<file path="config.mk">
export PLATFORM = sky130hd
export DESIGN_NAME = sorted_match_serializer
export DESIGN_NICKNAME = d
export VERILOG_FILES = /design/src/rtl/sorted_match_serializer.sv
export SDC_FILE = /design/constraint.sdc
export NUM_CORES = 1
export LEC_CHECK = 0
export CAP_MARGIN = 30
export CORE_MARGIN = 2
export CORE_UTILIZATION = 40
export CTS_BUF_LIST = sky130_fd_sc_hd__clkbuf_16
export DETAILED_ROUTE_END_ITERATION = 8
export PLACE_DENSITY_LB_ADDON = 0.15
export SYNTH_ARGS = -nofsm -noshare
export SYNTH_HDL_FRONTEND = slang
export SYNTH_SLANG_ARGS = --single-unit
</file>
<file path="constraint.sdc">
create_clock -name clk -period 2.9 [get_ports clk]
set_input_delay 0.58 -clock clk [delete_from_list [all_inputs] [get_ports clk]]
set_output_delay 0.58 -clock clk [all_outputs]
set_load 0.005 [all_outputs]
</file>
<file path="src/rtl/sorted_match_serializer.sv">
// Serialises sorted rule-ID vectors from the merge network into one ID per beat,
// lowest first, with one active and one pending vector slot.
module sorted_match_serializer #(
    parameter int N             = 16,
    parameter int log_N         = 4,
    parameter int INPUT_WIDTH   = 4,
    parameter int SKIP_SENTINEL = 1
) (
    input  logic                       clk,
    input  logic                       sync,
    input  logic                       in_valid,
    input  logic [0:INPUT_WIDTH*N-1]   in,
    output logic                       in_ready,
    output logic                       out_valid,
    input  logic                       out_ready,
    output logic [INPUT_WIDTH-1:0]     out_data,
    output logic                       out_last,
    output logic                       out_nomatch,
    output logic                       overflow
);

    typedef enum logic [1:0] {
        S_EMPTY       = 2'd0,
        S_ACTIVE      = 2'd1,
        S_ACTIVE_PEND = 2'd2
    } state_t;

    localparam logic [INPUT_WIDTH-1:0] SENTINEL = '1;
    localparam logic [log_N-1:0]       LAST_IDX = log_N'(N - 1);

    state_t                 state_q, state_d;
    logic [INPUT_WIDTH-1:0] active_q  [N];
    logic [INPUT_WIDTH-1:0] active_d  [N];
    logic [INPUT_WIDTH-1:0] pending_q [N];
    logic [INPUT_WIDTH-1:0] pending_d [N];
    logic [log_N-1:0]       index_q, index_d;
    logic                   overflow_q, overflow_d;

    logic [INPUT_WIDTH-1:0] in_entry [N];
    logic [INPUT_WIDTH-1:0] cur_entry;
    logic [log_N-1:0]       next_idx;
    logic                   at_end;
    logic                   nomatch_raw;
    logic                   last_raw;
    logic                   accept;
    logic                   fire;
    logic                   done;

    // Entry 0 occupies the leftmost bits of the ascending-range input bus.
    generate
        for (genvar gi = 0; gi < N; gi++) begin : g_unpack
            assign in_entry[gi] = in[gi*INPUT_WIDTH +: INPUT_WIDTH];
        end
    endgenerate

    assign cur_entry   = active_q[index_q];
    assign next_idx    = index_q + log_N'(1);
    assign at_end      = (index_q == LAST_IDX);
    // A sorted vector that starts with the sentinel holds no matches at all.
    assign nomatch_raw = (SKIP_SENTINEL != 0) && (index_q == '0) && (cur_entry == SENTINEL);
    assign last_raw    = at_end || nomatch_raw ||
                         ((SKIP_SENTINEL != 0) && (active_q[next_idx] == SENTINEL));

    assign accept = in_valid && in_ready;
    assign fire   = out_valid && out_ready;
    assign done   = fire && out_last;

    always_ff @(posedge clk) begin
        if (sync) begin
            state_q    <= S_EMPTY;
            index_q    <= '0;
            overflow_q <= 1'b0;
            for (int i = 0; i < N; i++) begin
                active_q[i]  <= '0;
                pending_q[i] <= '0;
            end
        end else begin
            state_q    <= state_d;
            index_q    <= index_d;
            overflow_q <= overflow_d;
            active_q   <= active_d;
            pending_q  <= pending_d;
        end
    end

    always_comb begin
        state_d    = state_q;
        index_d    = index_q;
        active_d   = active_q;
        pending_d  = pending_q;
        overflow_d = overflow_q | (in_valid & ~in_ready);
        case (state_q)
            S_EMPTY: begin
                if (accept) begin
                    active_d = in_entry;
                    index_d  = '0;
                    state_d  = S_ACTIVE;
                end
            end
            S_ACTIVE: begin
                if (done) begin
                    // A vector arriving as the last beat leaves goes straight to active.
                    if (accept) begin
                        active_d = in_entry;
                        index_d  = '0;
                    end else begin
                        state_d = S_EMPTY;
                    end
                end else begin
                    if (fire) index_d = next_idx;
                    if (accept) begin
                        pending_d = in_entry;
                        state_d   = S_ACTIVE_PEND;
                    end
                end
            end
            S_ACTIVE_PEND: begin
                if (done) begin
                    active_d = pending_q;
                    index_d  = '0;
                    state_d  = S_ACTIVE;
                end else if (fire) begin
                    index_d = next_idx;
                end
            end
            default: state_d = S_EMPTY;
        endcase
    end

    always_comb begin
        out_valid   = (state_q != S_EMPTY);
        in_ready    = (state_q != S_ACTIVE_PEND);
        out_data    = out_valid ? cur_entry : '0;
        out_last    = out_valid && last_raw;
        out_nomatch = out_valid && nomatch_raw;
        overflow    = overflow_q;
    end

endmodule

</file>
Word-level counts from Yosys, hierarchy flattened
Cells that the tools add are included.
{"block": "classes", "add_sub_neg": 1, "order_cmp": 2, "n_eq_ne": 11, "muxes": 22, "n_bitwise": 6, "n_reduce_logical": 15}
{"operator": "64-bit 2-to-1 mux", "n": 3}
{"operator": "64-bit case mux with 3 select lines", "n": 1}
{"operator": "4-bit 2-to-1 mux", "n": 9}
{"operator": "4-bit binary-select mux with 4-bit select", "n": 2}
{"operator": "4-bit == test, second input constant", "n": 3}
{"operator": "4-bit case mux with 3 select lines", "n": 1}
{"operator": "5-bit >= comparator, second input constant", "n": 2}
{"operator": "2-bit 2-to-1 mux", "n": 5}
{"operator": "4-bit NOT with 5-bit output", "n": 2}
{"operator": "2-bit != test, second input constant", "n": 4}
{"operator": "1-bit logical AND", "n": 6}
{"operator": "3-bit != test, second input constant", "n": 2}
{"operator": "2-bit case mux with 3 select lines", "n": 1}
{"operator": "3-bit AND reduction", "n": 2}
{"operator": "4-bit by 1-bit adder with 4-bit output, second input constant", "n": 1}
{"operator": "4-bit logical NOT", "n": 1}
{"operator": "4-bit AND reduction", "n": 1}
{"operator": "3-bit nonzero test", "n": 1}
{"operator": "2-bit by 1-bit == test with 1-bit output, second input constant", "n": 1}
{"operator": "2-bit == test, second input constant", "n": 1}
{"operator": "2-bit logical NOT", "n": 1}
{"operator": "1-bit logical OR", "n": 2}
{"operator": "1-bit NOT", "n": 2}
{"operator": "2-bit nonzero test", "n": 1}
{"operator": "other kinds (2)", "n": 2}
{"block": "word_totals", "regBits": 135, "inputBits": 68, "output_inout_bits": 9}

Depth between registers and ports, before layout
Gate-level depths: netlist of run 1.
{"block": "depth", "depth_word": 12, "mapped_depth": 14}

Worst setup path after synthesis of run 1
Ideal clock, no wire load.
{"block": "synth_timing", "path_type": "register to register", "start": "register index_q[1]", "end": "register active_q[23] (netlist name)", "setup_time_ps": 146, "arrival_time_ps": 2883, "required_ps": 2754, "path_slack_ps": -129, "stages_incl_launch_ff": 14, "path_buffers": 5, "cell_sequence": "dfxtp_1 -> buf_6 -> clkbuf_1 -> inv_1 -> ha_1 -> clkbuf_1 -> mux2i_1 -> nor3_1 -> o31ai_1 -> and4_1 -> or2_1 -> buf_2 -> buf_6 -> a211oi_2"}
{"block": "synth_via", "elab_chain_cells": 12, "word_cells_on_any_way": 21, "classes_between": "add/sub: 1; eq/ne: 5; mux: 6; bitwise: 2; reduce/logical: 7"}
{"item": "start, declared", "line": "36", "rtl": "logic [log_N-1:0] index_q, index_d;"}
{"item": "start signal, assigned", "line": "79", "rtl": "index_q <= index_d;"}
{"item": "parallel branches: the longest is 7 deep, another holds 4-bit by 1-bit adder with 4-bit output"}
{"item": "1-bit logical OR (*)", "line": "61", "rtl": "assign last_raw = at_end || nomatch_raw ||"}
{"item": "1-bit logical AND (*)", "line": "134", "rtl": "out_last = out_valid && last_raw;"}
{"item": "1-bit logical AND (*)", "line": "66", "rtl": "assign done = fire && out_last;"}
{"item": "2-bit != test (no line)"}
{"item": "3-bit AND reduction (no line) (*)"}
{"item": "end signal, assigned", "line": "81", "rtl": "active_q <= active_d;"}
{"item": "end, declared", "line": "32", "rtl": "logic [INPUT_WIDTH-1:0] active_q [N];"}
Every way passes the cells marked *. The select of a mux whose other input is x is not followed.
A chain may end at the register's enable or synchronous reset.

Final worst setup path of run 1
{"block": "layout_timing", "start": "register index_q[0]", "end": "output out_last"}
{"block": "layout_via", "elab_chain_cells": 9, "word_cells_on_any_way": 17, "classes_between": "add/sub: 1; eq/ne: 3; mux: 6; bitwise: 2; reduce/logical: 5"}
{"item": "parallel branches: the longest is 7 deep, another holds 4-bit by 1-bit adder with 4-bit output"}
{"item": "1-bit logical OR (*)", "line": "61"}
{"item": "1-bit logical AND (*)", "line": "134"}
{"item": "end, declared", "line": "17", "rtl": "output logic out_last,"}
Marks and branches as above.

==> results of run 1 <==
## power by group through the flow
| stage | combinational (mW) | clock [mW] | sequential (mW) |
|---|---|---|---|
| after CTS | 2.11 | 2.40 | 2.52 |
| after global placement | 1.99 | 0 | 2.54 |
| final | 2.26 | 2.35 | 2.52 |
| after detailed placement | 2.05 | 0 | 2.55 |
| after floorplan | 1.59 | 0 | 2.43 |
| after global routing | 2.45 | 2.47 | 2.55 |
## worst register-to-register path, delay by kind of cell, from the launching register on
family / cells / cell delay, ns
multiplexers: 2 / 0.83
AO/OA/AOI/OAI: 1 / 0.09
adder cells (fa/ha/maj): 1 / 0.17
XOR/XNOR: 1 / 0.19
AND/OR/NAND/NOR: 3 / 0.63
flip-flops: 1 / 0.33
buffers and inverters: 4 / 0.54
## per-stage QoR
stage | util | setup TNS, ns | area [um^2]
5_1_grt | 0.516 | -6.74 | 9650
2_1_floorplan | - | 0 | 7600
4_1_cts | 0.508 | -0.143 | 9500
6_report | 0.516 | -0.226 | 9650
3_5_place_dp | 0.462 | -0.213 | 8640
3_3_place_gp | 0.462 | -0.102 | 8640
## worst min-delay path by stage
stage / to / slack [ns] / cells after the start
after floorplan: pending_q[0] / 0.45 / 2
after global placement: pending_q[18] / 0.46 / 2
after detailed placement: pending_q[2] / 0.46 / 2
after CTS: pending_q[6] / 0.48 / 2
after global routing: pending_q[28] / 0.49 / 2
final: pending_q[24] / 0.47 / 2
## final cells by class
type                    count  area share
clock inverters            14      0.0214
inverters                   8     0.00311
multi-input cells         523       0.474
flip-flops and latches    135       0.280
clock buffers              17      0.0441
repair buffers            132       0.147
well taps                 234      0.0303
## cells by family (layout without fill, tap and decap cells)
kind of cell	after synthesis	after routing	synth area share
AOI/OAI and AO/OA	98	98	0.136
xor gates and xnor gates	1	1	0.00362
adders and majority gates	6	6	0.00988
buffers and inverters	76	171	0.0588
DFF	135	135	0.356
muxes	157	157	0.239
and+or+nand+nor	261	261	0.198
## Yosys cell counts (all sizes together)
master   instances  area share
nor2            14      0.0069
or3              2      0.0016
clkbuf          32       0.016
a22o             2      0.0023
nand3            4      0.0033
buf             36       0.039
o211a            1      0.0013
o21ai            2      0.0013
a221o            1      0.0013
o21bai           2      0.0020
a32o             1      0.0013
a32oi            1      0.0012
nand2           12      0.0063
a2111oi          1      0.0012
or2              2      0.0016
nand4           18       0.015
mux4            19       0.056
nor2b            3      0.0025
o31ai            3      0.0030
o2bb2ai          1      0.0012
a311oi           2      0.0023
ha               6      0.0099
and4             1      0.0012
dfxtp          135        0.36
a21oi            9      0.0064
o21a             1     0.00099
inv              8      0.0040
o22ai            1     0.00082
a31o             3      0.0035
nand2b         132        0.11
a211oi          65        0.10
and2             4      0.0033
a211o            1      0.0012
nor4             2      0.0036
o211ai           1     0.00099
mux2i          135        0.18
nor3            67       0.044
mux2             3      0.0044
xor2             1      0.0036
## what timing repair did
item,CTS,global route
endpoints found under the setup margin,7,94
resized for setup,44,11
pin swaps,8,3
buffers inserted,13,3
cloned,1,5
## metal layers
metal	GRT usage	up-vias	routed length, um
met5	0	-	0
met4	0.0689	0	364
met3	0.0442	29	913
met2	0.341	122	10200
met1	0.246	2834	8530
li1	-	2837	-
## registers in the layout, indices dropped and copies added (netlist names)
register	count
active_q	64
pending_q	64
index_q	4
state_q	2
overflow	1
==> results.toml, run 1 <==
[status]
outcome = "finished, violations left"
violations = "setup timing"

[setup_path]
path_cells = "buf_6, ha_4, xor2_4, mux4_2, mux2_4, nand2_4, a31o_4, buf_6"
worst-setup-path-type = "reg -> out"
timing.rr.start = "index_q[0]"
crit_arrival_ns = 2.42
required_ns = 2.32
path_max_fanout = 3
cp.depth = 8
r2r_cells = 12
cp-startpoint = "index_q[0]"
crit_path_start_kind = "flip-flop"
r2r_end = "active_q[11]"
crit_buf_inv = 2
crit_top_cell = "buf_6"
critical_path.top_delay_family = "multiplexers"
reg2reg_slack_ns = -0.02
endpoint_kind = "output pin"
slowest_stage = "mux4_2"
slowest_delay_ns = 0.53
endpoint = "out_last"

[logic_synthesis]
syn_avg_cell_area_um2 = 10.4
synth_seq_area_share = 0.356
yosysWarnings = 0
syn_area_um2 = 7600
syn_inst = 734
syn-num-nets = 808
ys_ff_latch = 135
synthDistinctLibCells = 49

[power_and_ir_drop]
ir_drop_v = 0.000412
power_leakage_nw = 3.25
power_frac_clock = 0.330
power.switching_mw = 2.30
power.total_mw = 7.13
power_density_nw_per_um2 = 738
p_sw_frac = 0.323
p_comb_frac = 0.317
p_seq_frac = 0.353
power.internal_mw = 4.83

[timing]
min_period_ns = 3.00
max_freq_mhz = 334
tightest_slew_ns = 0.660
fin_crit_sh = 1.03
rsz0062_at_grt = "true"
fin_worst_skew_ns = 0.0108
whs_ns = 0.472
layout_setup_ws_ns = -0.0956
finalSetupViolations = 29
slew_viol_final = 0
relSlewSlack = 0.560
finalHoldViolations = 0

[finish]
final_cell_mix = "mux2i_1 (133), dfxtp_1 (133), nand2b_1 (132), clkdlybuf4s50_1 (69), nor3_1 (66)"
seqCellArea_um2 = 2710
areaGrowthSynthToFinish_pct = 27.0
multi_input_area_um2 = 4580
drive_gt1_frac = 0.242
fin_nets = 891
fin_cells = 1063
antenna_cells = 0
fill_cells = 1642

[clock_network]
path_clk_slew_ns = 0.06
htree_levels = 4
root_buffer = "clkbuf_16"
numClockSinks = 135
cts_tree = "yes"
cts_buffer_depth = 2
hold_buffers = 0
clk_latency_ns = 0.43
cts_buffers = 17

[floorplan]
die_w_um = 142
die_area_um2 = 20100
die_y_um = 142
io_pins = 77
initial_core_util = 0.406
core_um2 = 18700
rows = 50

[global_routing]
track_usage = 0.199
grt_pass1_wl_um = 31400
overflow = 0
antenna_found_initial = 0
grt_pass1_vias = 6177
grt_max_degree = 113

[hold_path]
hold_class = "reg -> reg"
hp-start = "pending_q[24]"

[route]
drcViolationCount = 0
num_vias = 5822
routed_wirelength_um = 20000
ant_nets = 0
wl_per_cell_um = 18.8
drt_pass1_iterations = 5
avgViaCountPerCell = 5.48
drt_iter0_markers = 451

[placement]
port_buffers = 76
dp_hpwl_um = 13100
gp_congestion = 0.886
dpl.cell_count = 1011
place_ws_ns = -0.213

[run]
maxCapViolCount = 0
Note: power is estimated with default switching activity, not from simulation.
==> inputs of run 2 (changes only) <==
- CORE_ASPECT_RATIO: not set -> 0.8
==> run 2 against run 1 <==
Against the previous run:
- the run still ends with setup timing left
- sequential cell count stayed put
- largest cell class unchanged
- global-route usage hardly changed
- clock skew hardly changed
- critical path type unchanged
- count of clock-buffer cells in the layout stayed put
==> results.toml, run 2 (synthesis gave the netlist of run 1 again) <==
[setup_path]
endpoint_kind = "output pin"
cp-startpoint = "index_q[1]"
required_ns = 2.32
path_max_fanout = 6
path_cells = "buf_6, buf_8, mux4_2, mux2_4, nand3_2, nor4_4, buf_4, a31o_4, buf_6"
cp.depth = 9
critical_path.top_delay_family = "multiplexers"
crit_path_start_kind = "flip-flop"
slowest_delay_ns = 0.49
worst-setup-path-type = "reg -> out"
crit_arrival_ns = 2.43
r2r_cells = 11
r2r_end = "active_q[47]"
timing.rr.start = "index_q[0]"
crit_buf_inv = 4
reg2reg_slack_ns = 0
crit_top_cell = "buf_6"
slowest_stage = "mux4_2"

[timing]
relSlewSlack = 0.498
slew_viol_final = 0
layout_setup_ws_ns = -0.106
fin_crit_sh = 1.04
finalSetupViolations = 5
tightest_slew_ns = 0.753
fin_worst_skew_ns = 0.0106
max_freq_mhz = 333
min_period_ns = 3.01
rsz0062_at_grt = "true"
finalHoldViolations = 0

[power_and_ir_drop]
power.total_mw = 7.63
power_density_nw_per_um2 = 768
p_seq_frac = 0.334
p_comb_frac = 0.320
ir_drop_v = 0.000319
p_sw_frac = 0.318
power.internal_mw = 5.21
power.switching_mw = 2.42
power_frac_clock = 0.346
power_leakage_nw = 3.38

[route]
num_vias = 5946
ant_nets = 0
drt_pass1_iterations = 5
drcViolationCount = 0
routed_wirelength_um = 21300
wl_per_cell_um = 19.4
avgViaCountPerCell = 5.41
drt_iter0_markers = 446

[global_routing]
overflow = 0
track_usage = 0.198
antenna_found_initial = 0
grt_pass1_wl_um = 31200
grt_max_degree = 105
grt_pass1_vias = 5861

[finish]
fin_nets = 903
areaGrowthSynthToFinish_pct = 30.8
fin_cells = 1099
final_cell_mix = "mux2i_1 (134), dfxtp_1 (133), nand2b_1 (132), clkdlybuf4s50_1 (69), nor3_1 (67)"
final_common_cell = "mux2i_1"
fill_cells = 1689
antenna_cells = 0
drive_gt1_frac = 0.250
top_regs = "active_q x64, pending_q x64, index_q x4"

[clock_network]
clk_latency_ns = 0.43
cts_buffers = 17
cts_buffer_depth = 2
htree_levels = 4
hold_buffers = 0
root_buffer = "clkbuf_16"
cts_tree = "yes"
numClockSinks = 135
path_clk_slew_ns = 0.06

[hold_path]
hold_depth = 2
worstHoldEndpoint = "pending_q[47]"
hp-start = "pending_q[47]"
hold_class = "reg -> reg"

[floorplan]
die_w_um = 158
core_um2 = 18800
rows = 45
initial_core_util = 0.404
io_pins = 77
die_y_um = 127
die_area_um2 = 20100

[placement]
place_ws_ns = -0.197
gp_congestion = 0.946
dp_hpwl_um = 13100
port_buffers = 76
dpl.cell_count = 1034

[run]
maxCapViolCount = 0

[status]
violations = "setup timing"
outcome = "finished, violations left"
## run 2: worst max path at each step
stage	end	slack (ns)
finish	out_last	-0.11
global route	out_last	-0.17
CTS	out_last	-0.10
detailed placement	out_last	-0.20
global placement	out_last	-0.11
floorplan	active_q[23]	0.01
## run 2: metrics by stage
step                TNS (ns)  hold WS [ns]  area, um^2  utilization
floorplan                  0         0.448        7600            -
global placement      -0.105         0.457        8640        0.459
detailed placement    -0.232         0.463        8640        0.459
finish                -0.257         0.472        9940        0.529
global route           -6.80         0.494        9940        0.529
CTS                   -0.156         0.475        9540        0.507
## run 2: power groups by stage
stage	logic, mW	registers [mW]	clock network [mW]
after floorplan	1.59	2.43	0
after global placement	1.97	2.56	0
after detailed placement	2.02	2.57	0
after CTS	2.07	2.54	2.68
after global routing	2.63	2.58	2.74
final	2.44	2.55	2.64
## run 2: layout make-up
| cell class | count | area [um^2] | share of cell area |
|---|---|---|---|
| Multi-Input combinational cell | 524 | 4580 | 0.461 |
| Sequential cell | 135 | 2710 | 0.272 |
| Timing Repair Buffer | 143 | 1600 | 0.161 |
| Clock buffer | 17 | 425 | 0.0428 |
| Tap cell | 258 | 323 | 0.0325 |
| Clock inverter | 14 | 280 | 0.0282 |
| Inverter | 8 | 30.0 | 0.00302 |
## run 2: what timing repair did
item                       4_1_cts  5_1_grt
setup endpoints to repair        7      126
buffers inserted                14        7
gates cloned                     0       13
resized for setup               43       21
pin swaps                        6        3
## run 2: worst register-to-register path, stage by stage (launching register included)
cell and delay [ns]:
dfxtp_2 0.32, buf_4 0.13, ha_4 0.17, xor2_4 0.17, mux4_2 0.51, mux2_2 0.29, nand2_2 0.09, buf_4 0.12
and4_2 0.29, or2_4 0.33, clkbuf_16 0.25, a211oi_2 0.07
## run 2: metal layers
layer / up-vias / routed length [um] / global-route usage
met2: 153 / 9280 / 0.290
li1: 2862 / - / -
met3: 23 / 1000 / 0.0387
met4: 0 / 284 / 0.0615
met5: - / 0 / 0
met1: 2908 / 10700 / 0.293
==> inputs of run 3 (changes only) <==
- SLEW_MARGIN: not set -> 20
==> results of run 3 <==
Same layout as run 2: the final DEF is identical, and so are final timing and power.
